**src/rtl/nf10_rate_limiter_token_bucket.sv**
```systemverilog
// ---------------------------------------------------------------------------
// nf10_rate_limiter_token_bucket
//
// Inline AXI4-Stream rate limiter built around a byte-accurate token bucket.
// The datapath is a zero-latency, unbuffered pass-through. Only the handshake
// is gated, and only at packet boundaries: once the first beat of a packet
// has been admitted, the rest of the packet always follows.
//
// The bucket is credited with tokens_per_interval bytes once every
// interval_cycles+1 cycles. It is debited by the byte count of every
// transferred beat, and it is capped at bucket_max. It may run negative:
// after a large packet the next packet waits until the count is back above
// zero.
//
// Ports
//   axi_aclk, axi_areset         clock; asynchronous active-high reset
//   s_axis_*                     slave stream (tdata/tstrb/tuser/tvalid/tlast, tready out)
//   m_axis_*                     master stream (tdata/tstrb/tuser/tvalid/tlast, tready in)
//   sw_rst                       synchronous clear: refill bucket, restart interval
//   rate_lim_en                  1 = token bucket active, 0 = bypass
//   tokens_per_interval          bytes credited per interval
//   interval_cycles              interval length minus 1
//   bucket_max                   burst cap in bytes
//   tokens                       current signed token count
//   throttled                    a packet is waiting at its boundary for tokens
//
// Optional build macro: RATE_LIMITER_STATS_EN
//   When defined, adds stat_pkts (packets passed) and stat_throttle_cycles
//   (cycles spent throttled). Both are 32-bit wrapping counters, cleared by
//   axi_areset or sw_rst.
// ---------------------------------------------------------------------------
module nf10_rate_limiter_token_bucket #(
    parameter int C_M_AXIS_DATA_WIDTH  = 256,
    parameter int C_S_AXIS_DATA_WIDTH  = 256,
    parameter int C_M_AXIS_TUSER_WIDTH = 128,
    parameter int C_S_AXIS_TUSER_WIDTH = 128,
    parameter int C_TOKEN_WIDTH        = 32,
    parameter int C_INTERVAL_WIDTH     = 16
) (
    input  logic                              axi_aclk,
    input  logic                              axi_areset,
    input  logic [C_S_AXIS_DATA_WIDTH-1:0]    s_axis_tdata,
    input  logic [C_S_AXIS_DATA_WIDTH/8-1:0]  s_axis_tstrb,
    input  logic [C_S_AXIS_TUSER_WIDTH-1:0]   s_axis_tuser,
    input  logic                              s_axis_tvalid,
    input  logic                              s_axis_tlast,
    output logic                              s_axis_tready,
    output logic [C_M_AXIS_DATA_WIDTH-1:0]    m_axis_tdata,
    output logic [C_M_AXIS_DATA_WIDTH/8-1:0]  m_axis_tstrb,
    output logic [C_M_AXIS_TUSER_WIDTH-1:0]   m_axis_tuser,
    output logic                              m_axis_tvalid,
    output logic                              m_axis_tlast,
    input  logic                              m_axis_tready,
    input  logic                              sw_rst,
    input  logic                              rate_lim_en,
    input  logic [C_TOKEN_WIDTH-2:0]          tokens_per_interval,
    input  logic [C_INTERVAL_WIDTH-1:0]       interval_cycles,
    input  logic [C_TOKEN_WIDTH-2:0]          bucket_max,
    output logic signed [C_TOKEN_WIDTH-1:0]   tokens,
    output logic                              throttled
`ifdef RATE_LIMITER_STATS_EN
    ,
    output logic [31:0]                       stat_pkts,
    output logic [31:0]                       stat_throttle_cycles
`endif
);

    localparam int STRB_W = C_S_AXIS_DATA_WIDTH / 8;
    localparam int TW1    = C_TOKEN_WIDTH + 1;

    typedef enum logic {IDLE = 1'b0, PASS = 1'b1} state_t;

    state_t                          state_q, state_d;
    logic signed [C_TOKEN_WIDTH-1:0] tokens_q, tokens_d;
    logic [C_INTERVAL_WIDTH-1:0]     icnt_q, icnt_d;

    logic                            tokens_pos;
    logic                            gate;
    logic                            xfer;
    logic                            wrap;
    logic [C_TOKEN_WIDTH-2:0]        credit;
    logic [C_TOKEN_WIDTH:0]          debit;
    logic signed [C_TOKEN_WIDTH:0]   sum_ext;
    logic signed [C_TOKEN_WIDTH:0]   bmax_ext;
    logic signed [C_TOKEN_WIDTH:0]   min_ext;

    // Zero-latency pass-through datapath.
    assign m_axis_tdata = s_axis_tdata;
    assign m_axis_tstrb = s_axis_tstrb;
    assign m_axis_tuser = s_axis_tuser;
    assign m_axis_tlast = s_axis_tlast;

    // Strictly positive: sign bit clear and not zero.
    assign tokens_pos = ~tokens_q[C_TOKEN_WIDTH-1] & (|tokens_q);

    // Once inside a packet (PASS) the gate stays open regardless of tokens.
    // Reset closes the gate combinationally, so both stream sides stall at once.
    assign gate = ~axi_areset & (~rate_lim_en | (state_q == PASS) | tokens_pos);

    assign m_axis_tvalid = s_axis_tvalid & gate;
    assign s_axis_tready = m_axis_tready & gate;
    assign xfer          = s_axis_tvalid & s_axis_tready;

    // The reset term keeps throttled low while the bucket is held empty in reset.
    assign throttled = ~axi_areset & rate_lim_en & (state_q == IDLE) &
                       s_axis_tvalid & ~tokens_pos;

    assign tokens = tokens_q;

    // Framing tracker. It runs in bypass as well, so enabling the limiter
    // mid-packet only takes effect at the next packet start.
    always_comb begin
        state_d = state_q;
        if (xfer) begin
            state_d = s_axis_tlast ? IDLE : PASS;
        end
    end

    // Byte count of the current beat. It is zero unless the beat transfers.
    always_comb begin
        debit = '0;
        for (int i = 0; i < STRB_W; i++) begin
            debit = debit + TW1'(s_axis_tstrb[i]);
        end
        if (!xfer) begin
            debit = '0;
        end
    end

    // The bucket arithmetic uses one extra bit, so the raw sum never wraps
    // before it is clamped.
    assign wrap     = (icnt_q >= interval_cycles);
    assign credit   = wrap ? tokens_per_interval : '0;
    assign sum_ext  = {tokens_q[C_TOKEN_WIDTH-1], tokens_q} + {2'b00, credit} - debit;
    assign bmax_ext = {2'b00, bucket_max};
    assign min_ext  = {2'b11, {(C_TOKEN_WIDTH-1){1'b0}}};

    always_comb begin
        tokens_d = tokens_q;
        icnt_d   = icnt_q;
        if (!rate_lim_en || sw_rst) begin
            // Bypass and the software clear both refill the bucket and restart
            // the interval.
            tokens_d = bmax_ext[C_TOKEN_WIDTH-1:0];
            icnt_d   = '0;
        end else begin
            icnt_d = wrap ? '0 : icnt_q + C_INTERVAL_WIDTH'(1);
            if (sum_ext > bmax_ext) begin
                tokens_d = bmax_ext[C_TOKEN_WIDTH-1:0];
            end else if (sum_ext < min_ext) begin
                tokens_d = min_ext[C_TOKEN_WIDTH-1:0];
            end else begin
                tokens_d = sum_ext[C_TOKEN_WIDTH-1:0];
            end
        end
    end

    always_ff @(posedge axi_aclk or posedge axi_areset) begin
        if (axi_areset) begin
            state_q  <= IDLE;
            tokens_q <= '0;
            icnt_q   <= '0;
        end else begin
            state_q  <= state_d;
            tokens_q <= tokens_d;
            icnt_q   <= icnt_d;
        end
    end

`ifdef RATE_LIMITER_STATS_EN
    logic [31:0] stat_pkts_q, stat_pkts_d;
    logic [31:0] stat_thr_q, stat_thr_d;

    always_comb begin
        stat_pkts_d = stat_pkts_q;
        stat_thr_d  = stat_thr_q;
        if (sw_rst) begin
            stat_pkts_d = '0;
            stat_thr_d  = '0;
        end else begin
            if (xfer && s_axis_tlast) begin
                stat_pkts_d = stat_pkts_q + 32'd1;
            end
            if (throttled) begin
                stat_thr_d = stat_thr_q + 32'd1;
            end
        end
    end

    always_ff @(posedge axi_aclk or posedge axi_areset) begin
        if (axi_areset) begin
            stat_pkts_q <= '0;
            stat_thr_q  <= '0;
        end else begin
            stat_pkts_q <= stat_pkts_d;
            stat_thr_q  <= stat_thr_d;
        end
    end

    assign stat_pkts            = stat_pkts_q;
    assign stat_throttle_cycles = stat_thr_q;
`endif

endmodule
```
**config.mk**
```make
export PLATFORM = sky130hd
export DESIGN_NAME = nf10_rate_limiter_token_bucket
export DESIGN_NICKNAME = d
export VERILOG_FILES = /design/src/rtl/nf10_rate_limiter_token_bucket.sv
export SDC_FILE = /design/constraint.sdc
export NUM_CORES = 1
export LEC_CHECK = 0
export ABC_CLOCK_PERIOD_IN_PS = 14700
export BUFFER_PORTS_ARGS = -buffer_cell sky130_fd_sc_hd__buf_4
export CAP_MARGIN = 20
export CORE_AREA = 3 3 368 370
export DETAILED_ROUTE_END_ITERATION = 8
export DIE_AREA = 0 0 371 373
export SYNTH_ARGS = -nofsm -noshare
export SYNTH_HDL_FRONTEND = slang
export SYNTH_SLANG_ARGS = --single-unit
```
**constraint.sdc**
```tcl
create_clock -name axi_aclk -period 14.7 [get_ports axi_aclk]
set_input_delay 2.205 -clock axi_aclk [delete_from_list [all_inputs] [get_ports axi_aclk]]
set_output_delay 2.205 -clock axi_aclk [all_outputs]
set_load 0.02 [all_outputs]
```
# Word level (Yosys, flattened, before mapping)
# Index checks and enable logic that the tools add are counted.
[word_totals]
ff_bits = 49
in_bits = 501
output_inout_bits = 452
elab_cells = 67
[op_classes]
add_sub_neg = 34
reduce_logical = 3
magnitude_cmp = 3
mux = 8
bitwise_logic = 16
[op_table]
columns = ["cell", "n"]
rows = [
  ["2-to-1 mux 32 bit", 4],
  ["adder 32 x 32 -> 33 bit", 1],
  ["greater-than comparator 33 x 32 -> 1 bit", 1],
  ["less-than comparator 33 x 32 -> 1 bit (second input constant)", 1],
  ["subtractor 33 bit", 1],
  ["adder 31 x 1 -> 32 bit", 1],
  ["2-to-1 mux 16 bit", 2],
  ["OR reduction 32 bit", 1],
  ["adder 30 x 1 -> 31 bit", 1],
  ["2-to-1 mux 31 bit", 1],
  ["adder 29 x 1 -> 30 bit", 1],
  ["adder 28 x 1 -> 29 bit", 1],
  ["adder 27 x 1 -> 28 bit", 1],
  ["adder 26 x 1 -> 27 bit", 1],
  ["adder 25 x 1 -> 26 bit", 1],
  ["adder 24 x 1 -> 25 bit", 1],
  ["adder 23 x 1 -> 24 bit", 1],
  ["adder 22 x 1 -> 23 bit", 1],
  ["adder 21 x 1 -> 22 bit", 1],
  ["adder 20 x 1 -> 21 bit", 1],
  ["adder 19 x 1 -> 20 bit", 1],
  ["adder 18 x 1 -> 19 bit", 1],
  ["adder 17 x 1 -> 18 bit", 1],
  ["adder 16 x 1 -> 17 bit", 1],
  ["other kinds (23)", 36],
]

# Longest topological paths before layout
# Gate-level depths: netlist (run 1).
[depth]
ltp_word = 37
mapped_depth = 37
ltp_nobuf = 36

# Least setup slack after synthesis (run 1)
# No wires, ideal clock.
[synth_timing]
path_kind = "input-to-reg"
startpoint = "input port s_axis_tstrb[0]"
endpoint = "register tokens_q[10], in the netlist tokens[10]"
setup_time_ns = 0.121
required_time_ns = 14.579
path_slack_ns = 3.975
arrival_time_ns = 10.604
n_path_buf = 1
path_stages = 36
path_cell_list = "inv_1 -> fa_1 -> fa_1 -> inv_1 -> fa_1 -> fa_1 -> fa_1 -> inv_1 -> fa_1 -> inv_1 -> ha_1 -> a21o_1 -> a21oi_1 -> nor2b_1 -> o211ai_1 -> fa_1 -> ha_1 -> and3_1 -> a221oi_2 -> nor2b_1 -> a311o_1 -> a31o_2 -> a21o_1 -> a21oi_1 -> xnor2_1 -> ha_1 -> nand4_1 -> nor4_1 -> a211oi_1 -> a2111oi_0 -> o21ai_0 -> o21ai_0 -> mux2_4 -> nor2_8 -> buf_8 -> a22o_1"
[synth_via]
elab_chain_len = 37
word_cells_on_any_way = 38
classes_between = "add/sub: 32; order compare: 2; mux: 4"
[synth_rtl]
columns = ["item", "line_no", "text"]
rows = [
  ["start, declared", "43", "input logic [C_S_AXIS_DATA_WIDTH/8-1:0] s_axis_tstrb,"],
  ["adder 1 x 1 -> 2 bit (*)", "123", "debit = debit + TW1'(s_axis_tstrb[i]);"],
  ["adder 2 x 1 -> 3 bit (*)", "123", ""],
  ["adder 3 x 1 -> 4 bit (*)", "123", ""],
  ["adder 4 x 1 -> 5 bit (*)", "123", ""],
  ["adder 5 x 1 -> 6 bit (*)", "123", ""],
  ["adder 6 x 1 -> 7 bit (*)", "123", ""],
  ["adder 7 x 1 -> 8 bit (*)", "123", ""],
  ["adder 8 x 1 -> 9 bit (*)", "123", ""],
  ["[22 not listed]", "-", ""],
  ["adder 31 x 1 -> 32 bit (*)", "123", ""],
  ["2-to-1 mux 32 bit (*)", "125", "if (!xfer) begin"],
  ["subtractor 33 bit (*)", "134", "assign sum_ext = {tokens_q[C_TOKEN_WIDTH-1], tokens_q} + {2'b00, credit} - debit;"],
  ["less-than comparator 33 x 32 -> 1 bit", "150", "end else if (sum_ext < min_ext) begin"],
  ["2-to-1 mux 32 bit", "150", ""],
  ["2-to-1 mux 32 bit (*)", "148", "if (sum_ext > bmax_ext) begin"],
  ["2-to-1 mux 32 bit (*)", "141", "if (!rate_lim_en || sw_rst) begin"],
  ["named net tokens_d[10]", "74", "logic signed [C_TOKEN_WIDTH-1:0] tokens_q, tokens_d;"],
  ["end signal, assigned", "165", "tokens_q <= tokens_d;"],
  ["end, declared", "74", ""],
]
# The timed path passes the listed nets; every way through them passes the cells marked *.
# A chain may end at the register's enable or synchronous reset.

# Final worst setup path (run 1)
[layout_timing]
startpoint = "input port s_axis_tstrb[0]"
endpoint = "register tokens_q[18], in the netlist tokens[18]"
# Same word-level chain as after synthesis.

==> run_results.csv, run 1 <==
group,metric,value,unit
drt,first_iter_violations,448,
floorplan,core.rowCount,134,
power,pwr_density_cell,243,nW/µm²
setup_path,cp-end-kind,"flop",
grt,grt_util_all_layers,7.22,%
timing,finalSetupTns,0,ns
clock_tree,clock_path_buffers,2,
floorplan,design.core.area,133000,µm²
yosys,post-synth-top-area-cell,"sky130_fd_sc_hd__buf_4",
floorplan,floorplan.die.width,371,µm
yosys,post_synthesis_area_per_instance,8.02,µm²
drt,wire_length_on_met2,18.5,mm
floorplan,die_height,373,µm
drt,post-route-drc-count,0,
floorplan,io-pin-count,953,
clock_tree,post_cts_buffers,0,
clock_tree,clk_root_buffer_cell,"sky130_fd_sc_hd__clkbuf_16",
power,irDropWorstVdd,87.8,µV
setup_path,worstPathRequired,14.96,ns
yosys,syn_nets,1861,
setup_path,crit_path_start,"s_axis_tstrb[0]",
clock_tree,clk_transition_reported_paths,0.08,ns
timing,worst-slew-pin-transition,0.898,ns
placement,gpl.final_weighted_congestion,0.804,
clock_tree,clock_tree.htree_level_count,2,
timing,timing_hold_violations_final,0,
timing,rsz_0062_raised_after_global_routing,"no",
timing,finClkSkew,0.0101,ns
placement,placement.setup.worst_slack,2.57,ns
yosys,synth_sequential_area_ratio,12.6,%
timing,fmax,86.3,MHz
yosys,postSynth.topFlopCell,"sky130_fd_sc_hd__dfrtp_1",
status,outcome,"finished clean",
grt,grt_pass1_wl,66.0,mm
clock_tree,cts_resized,0,
yosys,most_common_cell_in_the_synthesized_netlist,"sky130_fd_sc_hd__buf_4",
timing,final.min_clock_period,11.58,ns
drt,highest_layer,"met5",
yosys,synth.lib_cells_used.distinct,59,
setup_path,cp_max_fanout,31,
floorplan,die_area,138000,µm²
power,fraction_of_power_spent_switching_nets,55.4,%
setup_path,critPathSlowestCell,"sky130_fd_sc_hd__fa_1",
setup_path,crit_arrival,11.84,ns
power,switchingPower,1.39,mW
power,reported_leakage_power,4.65,nW
layout,finalNonFillerCells,2756,
grt,grt_pass1_vias,7037,
power,sequential_cell_fraction_of_total_power,9.6,%
setup_path,regToRegStartpoint,"tokens[26]",
yosys,synth_largest_type_area_fraction,32.1,%
grt,globalRouteOverflowTotal,0,
placement,io_buffer_count,184,
setup_path,critical-path-max-stage-delay,0.73,ns
drt,wl_per_cell,18.9,µm
placement,dp.final_hpwl,46.9,mm
setup_path,worstSetupPathType,"in -> reg",
yosys,top_cells_by_area_synth,"sky130_fd_sc_hd__buf_4 (32%), sky130_fd_sc_hd__ha_1 (14%), sky130_fd_sc_hd__dfrtp_1 (13%), sky130_fd_sc_hd__inv_1 (7.5%), sky130_fd_sc_hd__fa_1 (6.2%)",
drt,drt.antenna.violating_nets,0,
drt,total_via_count_after_detailed_routing,7030,
job,drv.max_cap_violation_count,0,
clock_tree,numCtsBuffers,5,
drt,detail_route.vias_per_cell,2.55,
floorplan,floorplan.initialDensity,7.34,%
drt,routed-wl-met3,10.3,mm
timing,setup_viol_count_final,0,
yosys,ys.warnings.count,0,
yosys,syn_area,9760,µm²
power,combinationalPowerShare,84.4,%
clock_tree,cts_hold_buf,0,
layout,nets,1622,
clock_tree,worstSkewPairLatency,0.32,ns
setup_path,startpoint_type,"input pin",
yosys,synth.top_cells.by_count,"sky130_fd_sc_hd__buf_4 (417), sky130_fd_sc_hd__inv_1 (196), sky130_fd_sc_hd__ha_1 (113)",
power,pwr-share-clk,6.0,%
placement,dpl.cell_count,2739,
hold_path,hold_path.class,"reg -> reg",
drt,dr.pass1.iters,5,
yosys,synth_edf_count,0,
layout,area_delta_synth_final,6.17,%
yosys,number_of_storage_elements_in_the_synthesis_netlist,49,
grt,pin_count_of_the_biggest_net_entering_global_routing,52,
yosys,synth-async-reset-ratio,100,%
setup_path,path_common_cell,"sky130_fd_sc_hd__fa_1",
grt,antenna_violations_before_repair,36,
clock_tree,cts_sinks,49,
power,internal-power,1.12,mW
drt,route.layer.met1.wl,20.6,mm
timing,slew-limit-headroom,39.5,%
hold_path,min_from,"state_q",
clock_tree,tritoncts,"done",
layout,final_layout_size_suffix_gt1_share,21.8,%
timing,final_critical_path_setup_slack,3.12,ns
timing,final.period_utilization,78.8,%
timing,report.final.slew_viol_count,0,
yosys,synth_cells,1217,
drt,postRouteWirelength,52.0,mm
cell usage in the layout (no fill, tap or decap), drive strengths merged, types with 12 or more instances in the layout:
cell type  count
inv          197
a21oi         41
a22o          31
xnor2         26
and3          12
buf          188
nand2         29
nand3         39
xor2          19
dfrtp         49
o21ai         25
nor3          23
ha           113
a21o          24
nor2          26
nand4         15
fa            30
power groups by stage:
stage | clock network [mW] | logic [mW] | registers, mW
floorplan | 0 | 1.61 | 0.271
global placement | 0 | 2.13 | 0.246
detailed placement | 0 | 2.14 | 0.247
CTS | 0.156 | 2.16 | 0.245
global route | 0.163 | 2.42 | 0.251
finish | 0.150 | 2.12 | 0.242
final cells by class:
class / instances / area [µm²]
fill: 15600 / 123000
multi-input combinational: 538 / 4580
clock inverter: 3 / 48.8
inverter: 196 / 736
antenna: 9 / 22.5
tap: 1768 / 2210
sequential: 49 / 1230
timing repair buffer: 188 / 1410
clock buffer: 5 / 125
stage by stage:
step                total power, mW  cell area [µm²]  utilization [%]  hold slack (ns)
global route                   2.83            10300             7.77            0.591
global placement               2.37            10200             7.64            0.502
detailed placement             2.39            10200             7.64            0.513
floorplan                      1.88             9760                -            0.486
CTS                            2.56            10300             7.77            0.531
finish                         2.52            10400             7.79            0.525
registers in the layout, summed over array words and instances (netlist names):
signal / count
state_q: 1
tokens: 32
icnt_q: 16
logic make-up after synthesis:
| logic type | count (synthesis) | share of synthesized area (%) |
|---|---|---|
| XOR/XNOR | 45 | 4.04 |
| flip-flops | 49 | 12.6 |
| adder cells (fa/ha/maj) | 143 | 20.6 |
| multiplexers | 1 | 0.154 |
| buffers and inverters | 630 | 40.7 |
| AO/OA/AOI/OAI | 170 | 12.2 |
| AND/OR/NAND/NOR | 179 | 9.69 |
layer usage:
layer,vias to the layer above,track usage (%)
met5,-,1.36
met4,26,2.59
met3,203,6.70
met2,572,9.02
met1,3149,8.31
li1,3080,-
path summary, 6_finish.rpt:
path / depth (start not counted) / slack (ns) / endpoint
max: 35 / 3.12 / tokens[18]
max reg2reg: 26 / 6.50 / tokens[18]
max in group asynchronous: 3 / 12.10 / tokens[24]
min reg2reg: 2 / 0.52 / state_q
min: 2 / 0.52 / state_q
min in group asynchronous: 3 / 2.08 / state_q
worst max-delay path: cells and delay by family:
kind | cells | cell delay, ns
AND/OR/NAND/NOR | 5 | 0.89
adder cells (fa/ha/maj) | 10 | 4.64
XOR/XNOR | 1 | 0.12
AO/OA/AOI/OAI | 14 | 3.58
buffers and inverters | 5 | 0.36
Power figures use the tool's default switching activity.
==> inputs of run 2 (changes only) <==
- ABC_CLOCK_PERIOD_IN_PS: 14700 -> 12030
- CORE_AREA: 3 3 368 370 -> 3 3 371 373
- DIE_AREA: 0 0 371 373 -> 0 0 374 376
- clock period: 14.7 -> 12.03 ns (I/O delays scaled with it)
==> run 2 against run 1 <==
First-iteration DRC count decreased by 32%. Design area increased by 1.1%. Die area increased by 1.6%. Sequential power increased by 21%. Final cell count increased by 0.98%. Worst setup slack got worse by 2.2 ns. Worst hold slack got worse by 0.0052 ns. Via count increased by 1.7%. Global-route usage increased by 0.84 points. Register-to-register slack got worse by 2.5 ns. Clock skew decreased by 0.0022 ns. Flip-flop and latch count unchanged. Critical path type unchanged. Largest power group unchanged. Highest routed layer unchanged.
==> run_results.csv, run 2 (synthesis results as in run 1) <==
group,metric,value,unit
grt,globalRouteOverflowTotal,0,
grt,pin_count_of_the_biggest_net_entering_global_routing,52,
placement,gpl.final_weighted_congestion,0.804,
layout,final_core_util,7.76,%
clock_tree,post_cts_buffers,0,
timing,worst-slew-pin-transition,1.00,ns
layout,layout.cells.most_common_list,"sky130_fd_sc_hd__inv_1 (195), sky130_fd_sc_hd__buf_4 (194), sky130_fd_sc_hd__ha_1 (113), sky130_fd_sc_hd__dfrtp_1 (49), sky130_fd_sc_hd__a21oi_1 (40)",
drt,dr.pass1.iters,5,
clock_tree,clock_tree.htree_level_count,2,
timing,setup_viol_count_final,0,
placement,placement.setup.worst_slack,0.519,ns
drt,post-route-drc-count,0,
timing,fmax,90.2,MHz
timing,final_critical_path_setup_slack,0.941,ns
floorplan,floorplan.die.width,374,µm
hold_path,min_from,"state_q",
hold_path,hold_path.class,"reg -> reg",
power,sequential_cell_fraction_of_total_power,9.4,%
floorplan,io-pin-count,953,
setup_path,crit_path_start,"s_axis_tstrb[5]",
clock_tree,cts_resized,0,
power,irDropWorstVdd,122,µV
job,drv.max_cap_violation_count,0,
power,pwr_density_cell,298,nW/µm²
setup_path,critical-path-max-stage-delay,0.61,ns
clock_tree,clk_transition_reported_paths,0.08,ns
drt,drt.antenna.violating_nets,0,
clock_tree,clock_path_buffers,2,
timing,finClkSkew,0.00785,ns
floorplan,floorplan.initialDensity,7.23,%
floorplan,core.rowCount,135,
setup_path,regToRegStartpoint,"icnt_q[0]",
layout,nets,1631,
setup_path,crit_arrival,11.29,ns
layout,largest_register_ffs,32,
setup_path,critPathSlowestCell,"sky130_fd_sc_hd__fa_1",
grt,grt_pass1_vias,7215,
timing,final.min_clock_period,11.09,ns
placement,dpl.cell_count,2761,
drt,detail_route.vias_per_cell,2.57,
power,combinationalPowerShare,85.4,%
drt,first_iter_violations,304,
timing,rsz_0062_raised_after_global_routing,"no",
power,fraction_of_power_spent_switching_nets,55.1,%
power,reported_leakage_power,4.70,nW
timing,finalSetupTns,0,ns
grt,grt_pass1_wl,73.3,mm
clock_tree,numCtsBuffers,5,
clock_tree,worstSkewPairLatency,0.31,ns
setup_path,startpoint_type,"input pin",
drt,postRouteWirelength,59.1,mm
layout,final_layout_size_suffix_gt1_share,22.6,%
power,internal-power,1.40,mW
grt,antenna_violations_before_repair,40,
power,pwr-share-clk,5.2,%
clock_tree,cts_sinks,49,
clock_tree,clk_root_buffer_cell,"sky130_fd_sc_hd__clkbuf_16",
timing,holdWs,0.520,ns
placement,io_buffer_count,184,
drt,wl_per_cell,21.2,µm
timing,final.period_utilization,92.2,%
drt,total_via_count_after_detailed_routing,7151,
power,fin_total_pwr,3.12,mW
layout,finalNonFillerCells,2783,
timing,slew-limit-headroom,33.2,%
setup_path,path_common_cell,"sky130_fd_sc_hd__fa_1",
layout,layout.cell_area.non_filler,10500,µm²
layout,area_delta_synth_final,7.30,%
timing,report.final.slew_viol_count,0,
clock_tree,cts_hold_buf,0,
placement,dp.final_hpwl,54.1,mm
power,switchingPower,1.72,mW
setup_path,worstPathRequired,12.23,ns
layout,fillCellCount,15800,
floorplan,design.core.area,135000,µm²
setup_path,worstSetupPathType,"in -> reg",
placement,placedInstanceArea,10300,µm²
setup_path,cp-end-kind,"flop",
floorplan,die_area,141000,µm²
setup_path,cp_max_fanout,16,
timing,timing_hold_violations_final,0,
layout,layout.cells.most_common,"sky130_fd_sc_hd__inv_1",
status,outcome,"finished clean",
floorplan,die_height,376,µm
grt,grt_util_all_layers,8.06,%
clock_tree,tritoncts,"done",
==> run 2: worst paths after layout <==
check,slack [ns],cells past startpoint,endpoint
max in group asynchronous,9.80,3,tokens[18]
hold reg to reg,0.52,2,state_q
min in group asynchronous,1.69,3,state_q
setup / recovery,0.94,40,tokens[19]
setup reg to reg,3.98,32,tokens[19]
hold / removal,0.52,2,state_q
==> run 2: final cells by class <==
type | instances | area [µm²] | share of cell area, %
clock inverters | 3 | 33.8 | 0.323
diodes | 14 | 35.0 | 0.335
multi-input cells | 538 | 4570 | 43.6
repair buffers | 197 | 1520 | 14.5
flip-flops and latches | 49 | 1230 | 11.7
well taps | 1781 | 2230 | 21.3
clock buffers | 5 | 125 | 1.20
inverters | 196 | 736 | 7.03
==> run 2: power groups by stage <==
stage	Combinational [mW]	Sequential (mW)	Clock [mW]
after floorplan	1.97	0.331	0
after global placement	2.66	0.297	0
after detailed placement	2.70	0.298	0
after CTS	2.72	0.296	0.172
after global routing	3.03	0.302	0.179
final	2.66	0.293	0.162
==> run 2: metal layers <==
layer | global-route usage [%] | share of wire, %
met2 | 10.6 | 37
met3 | 9.39 | 24
met5 | 0.103 | 0.40
met1 | 7.84 | 34
met4 | 2.75 | 3.8
==> run 2: critical path, delay by kind of cell <==
kind	cells	cell delay (ns)
adders and majority gates	10	4.45
AOI/OAI and AO/OA	12	2.79
and+or+nand+nor	7	1.01
buffers and inverters	9	0.87
muxes	1	0.23
xor gates and xnor gates	1	0.12
==> inputs of run 3 (changes only) <==
- ABC_AREA: not set -> 1
- CORE_AREA: 3 3 371 373 -> 3 3 368 370
- DIE_AREA: 0 0 374 376 -> 0 0 371 373
- SETUP_SLACK_MARGIN: not set -> 0.1
==> run 3 against run 2 <==
Via count increased by 17%. Largest cell class unchanged. Critical path type unchanged. Die area shrank 1.6%. Maximum frequency up 7.3%. Clock skew rose by 0.0093 ns. Core utilization increased by 0.52 points. Routed wire length fell by 3.0%.
==> run_results.csv, run 3 <==
group,metric,value,unit
status,outcome,"finished clean",
layout,final_core_util,8.27,%
hold_path,hold_path.class,"reg -> reg",
timing,final.min_clock_period,10.33,ns
setup_path,timing.critical_path.buf_inv,9,
floorplan,floorplan.initialDensity,7.84,%
yosys,synth_sequential_area_ratio,11.8,%
grt,grt_pass1_wl,73.5,mm
timing,setup_viol_count_final,0,
yosys,post-synth-top-area-cell,"sky130_fd_sc_hd__buf_4",
timing,fmax,96.8,MHz
clock_tree,tritoncts,"done",
clock_tree,worstSkewPairLatency,0.32,ns
timing,final_critical_path_setup_slack,1.70,ns
placement,dp.final_hpwl,51.9,mm
job,drv.max_cap_violation_count,0,
layout,finalNonFillerCells,3066,
timing,finClkSkew,0.0172,ns
setup_path,worstSetupPathType,"in -> reg",
setup_path,critical-path-max-stage-delay,0.63,ns
setup_path,crit_arrival,10.59,ns
timing,slew-limit-headroom,48.4,%
clock_tree,clk_transition_reported_paths,0.09,ns
grt,globalRouteOverflowTotal,0,
layout,layout.cell_area.non_filler,11000,µm²
yosys,post_synthesis_area_per_instance,6.81,µm²
placement,io_buffer_count,184,
yosys,synth.lib_cells_used.distinct,34,
timing,holdWs,0.499,ns
layout,largest_register_ffs,32,
placement,gpl.final_weighted_congestion,0.862,
setup_path,cp-end-kind,"flop",
layout,area_delta_synth_final,5.51,%
grt,antenna_violations_before_repair,33,
clock_tree,cts_sinks,49,
grt,met3_use_gr,6.54,%
yosys,synth_cells,1532,
grt,grt.met2_usage,11.4,%
power,reported_leakage_power,5.46,nW
yosys,most_common_cell_in_the_synthesized_netlist,"sky130_fd_sc_hd__buf_4",
floorplan,die_area,138000,µm²
layout,nets,1935,
setup_path,cp_max_fanout,32,
layout,fillCellCount,15700,
timing,finalSetupTns,0,ns
timing,worst-slew-pin-transition,0.774,ns
timing,final.period_utilization,85.9,%
yosys,synth-async-reset-ratio,100,%
timing,report.final.slew_viol_count,0,
yosys,syn_area,10400,µm²
placement,placedInstanceArea,10800,µm²
yosys,synth_largest_type_area_fraction,30.5,%
drt,detail_route.vias_per_cell,2.72,
setup_path,critPathSlowestCell,"sky130_fd_sc_hd__fa_1",
clock_tree,clock_tree.htree_level_count,2,
placement,dpl.cell_count,3052,
timing,timing_hold_violations_final,0,
layout,final_layout_size_suffix_gt1_share,16.3,%
clock_tree,numCtsBuffers,5,
drt,postRouteWirelength,57.4,mm
drt,first_iter_violations,413,
power,irDropWorstVdd,197,µV
yosys,syn_nets,2176,
layout,layout.cells.most_common_list,"sky130_fd_sc_hd__inv_1 (294), sky130_fd_sc_hd__nand2_1 (267), sky130_fd_sc_hd__buf_4 (188), sky130_fd_sc_hd__ha_1 (113), sky130_fd_sc_hd__nor2_1 (82)",
floorplan,floorplan.die.width,371,µm
yosys,top_cells_by_area_synth,"sky130_fd_sc_hd__buf_4 (30%), sky130_fd_sc_hd__ha_1 (14%), sky130_fd_sc_hd__dfrtp_1 (12%), sky130_fd_sc_hd__inv_1 (11%), sky130_fd_sc_hd__nand2_1 (9.6%)",
grt,gr-usage-met1,8.55,%
grt,pin_count_of_the_biggest_net_entering_global_routing,51,
power,fin_total_pwr,3.42,mW
grt,busiest_metal_layer_after_global_routing,"met2",
floorplan,io-pin-count,953,
placement,placement.setup.worst_slack,1.30,ns
floorplan,design.core.area,133000,µm²
drt,dr.pass1.iters,5,
yosys,ys.warnings.count,0,
clock_tree,clk_root_buffer_cell,"sky130_fd_sc_hd__clkbuf_16",
setup_path,startpoint_type,"input pin",
drt,post-route-drc-count,0,
drt,total_via_count_after_detailed_routing,8353,
timing,rsz_0062_raised_after_global_routing,"no",
yosys,synth.top_cells.by_count,"sky130_fd_sc_hd__buf_4 (423), sky130_fd_sc_hd__inv_1 (295), sky130_fd_sc_hd__nand2_1 (268)",
clock_tree,clock_path_buffers,2,
yosys,number_of_storage_elements_in_the_synthesis_netlist,49,
floorplan,die_height,373,µm
drt,wl_per_cell,18.7,µm
setup_path,path_common_cell,"sky130_fd_sc_hd__nand2_1",
grt,grt_pass1_vias,8135,
floorplan,core.rowCount,134,
setup_path,cpLargestDelayFamily,"adder cells",
clock_tree,post_cts_buffers,0,
drt,drt.antenna.violating_nets,0,
clock_tree,cts_hold_buf,0,
yosys,synth_edf_count,0,
grt,grt_util_all_layers,7.97,%
clock_tree,cts_resized,0,
power,pwr_density_cell,311,nW/µm²
layout,layout.cells.most_common,"sky130_fd_sc_hd__inv_1",
yosys,postSynth.topFlopCell,"sky130_fd_sc_hd__dfrtp_1",
setup_path,worstPathRequired,12.29,ns
==> run 3: cell count changes in the layout (fill, tap and decap cells not counted), sizes merged, moves of 8 or more <==
cell and change:
diode -8, a22o -31, and3 -12, nor2 +57, a21oi +16, nand3 +24, buf -9, nand2 +244
xnor2 -20, inv +100, a21o -19
==> run 3: final cells by class <==
type	count	area [µm²]	area share, %
Multi-Input combinational cell	752	4860	44.1
Tap cell	1768	2210	20.1
Timing Repair Buffer	188	1410	12.8
Sequential cell	49	1230	11.1
Inverter	295	1110	10.1
Clock buffer	5	125	1.14
Clock inverter	3	48.8	0.444
Antenna cell	6	15.0	0.136
==> run 3: where the power goes <==
group,switching [mW],internal [mW],total (mW)
combinational,1.91,1.03,2.95
sequential,0.0690,0.221,0.290
clock,0.0842,0.100,0.184
==> run 3: path summary, 6_finish.rpt <==
kind / to / startpoint / slack [ns] / cells after the start
worst min register to register: state_q / state_q / 0.50 / 2
max in group asynchronous: tokens[17] / axi_areset / 9.80 / 3
worst min-delay path: state_q / state_q / 0.50 / 2
min in group asynchronous: state_q / axi_areset / 1.68 / 3
worst max-delay path: tokens[23] / s_axis_tstrb[0] / 1.70 / 48
worst max register to register: tokens[23] / tokens[5] / 4.94 / 39
==> run 3: routing by layer <==
| layer | wire length [µm] | up-vias |
|---|---|---|
| li1 | - | 3778 |
| met1 | 20900 | 3717 |
| met5 | 354 | - |
| met3 | 10400 | 224 |
| met2 | 23200 | 606 |
| met4 | 2480 | 28 |
==> run 3: logic make-up (layout without fill, tap and decap cells) <==
logic type | Yosys count | after routing | share of synthesized area [%]
AOI/OAI and AO/OA | 112 | 112 | 5.94
xor gates and xnor gates | 26 | 26 | 2.18
adders and majority gates | 143 | 143 | 19.3
buffers and inverters | 731 | 491 | 41.8
DFF | 49 | 49 | 11.8
other | 0 | 6 | 0
and+or+nand+nor | 471 | 471 | 19.0
==> run 3: worst min-delay path: stages (launching register included) <==
cell and delay [ns]:
sky130_fd_sc_hd__dfrtp_1 0.36, sky130_fd_sc_hd__nand2_1 0.05, sky130_fd_sc_hd__o21ai_0 0.06
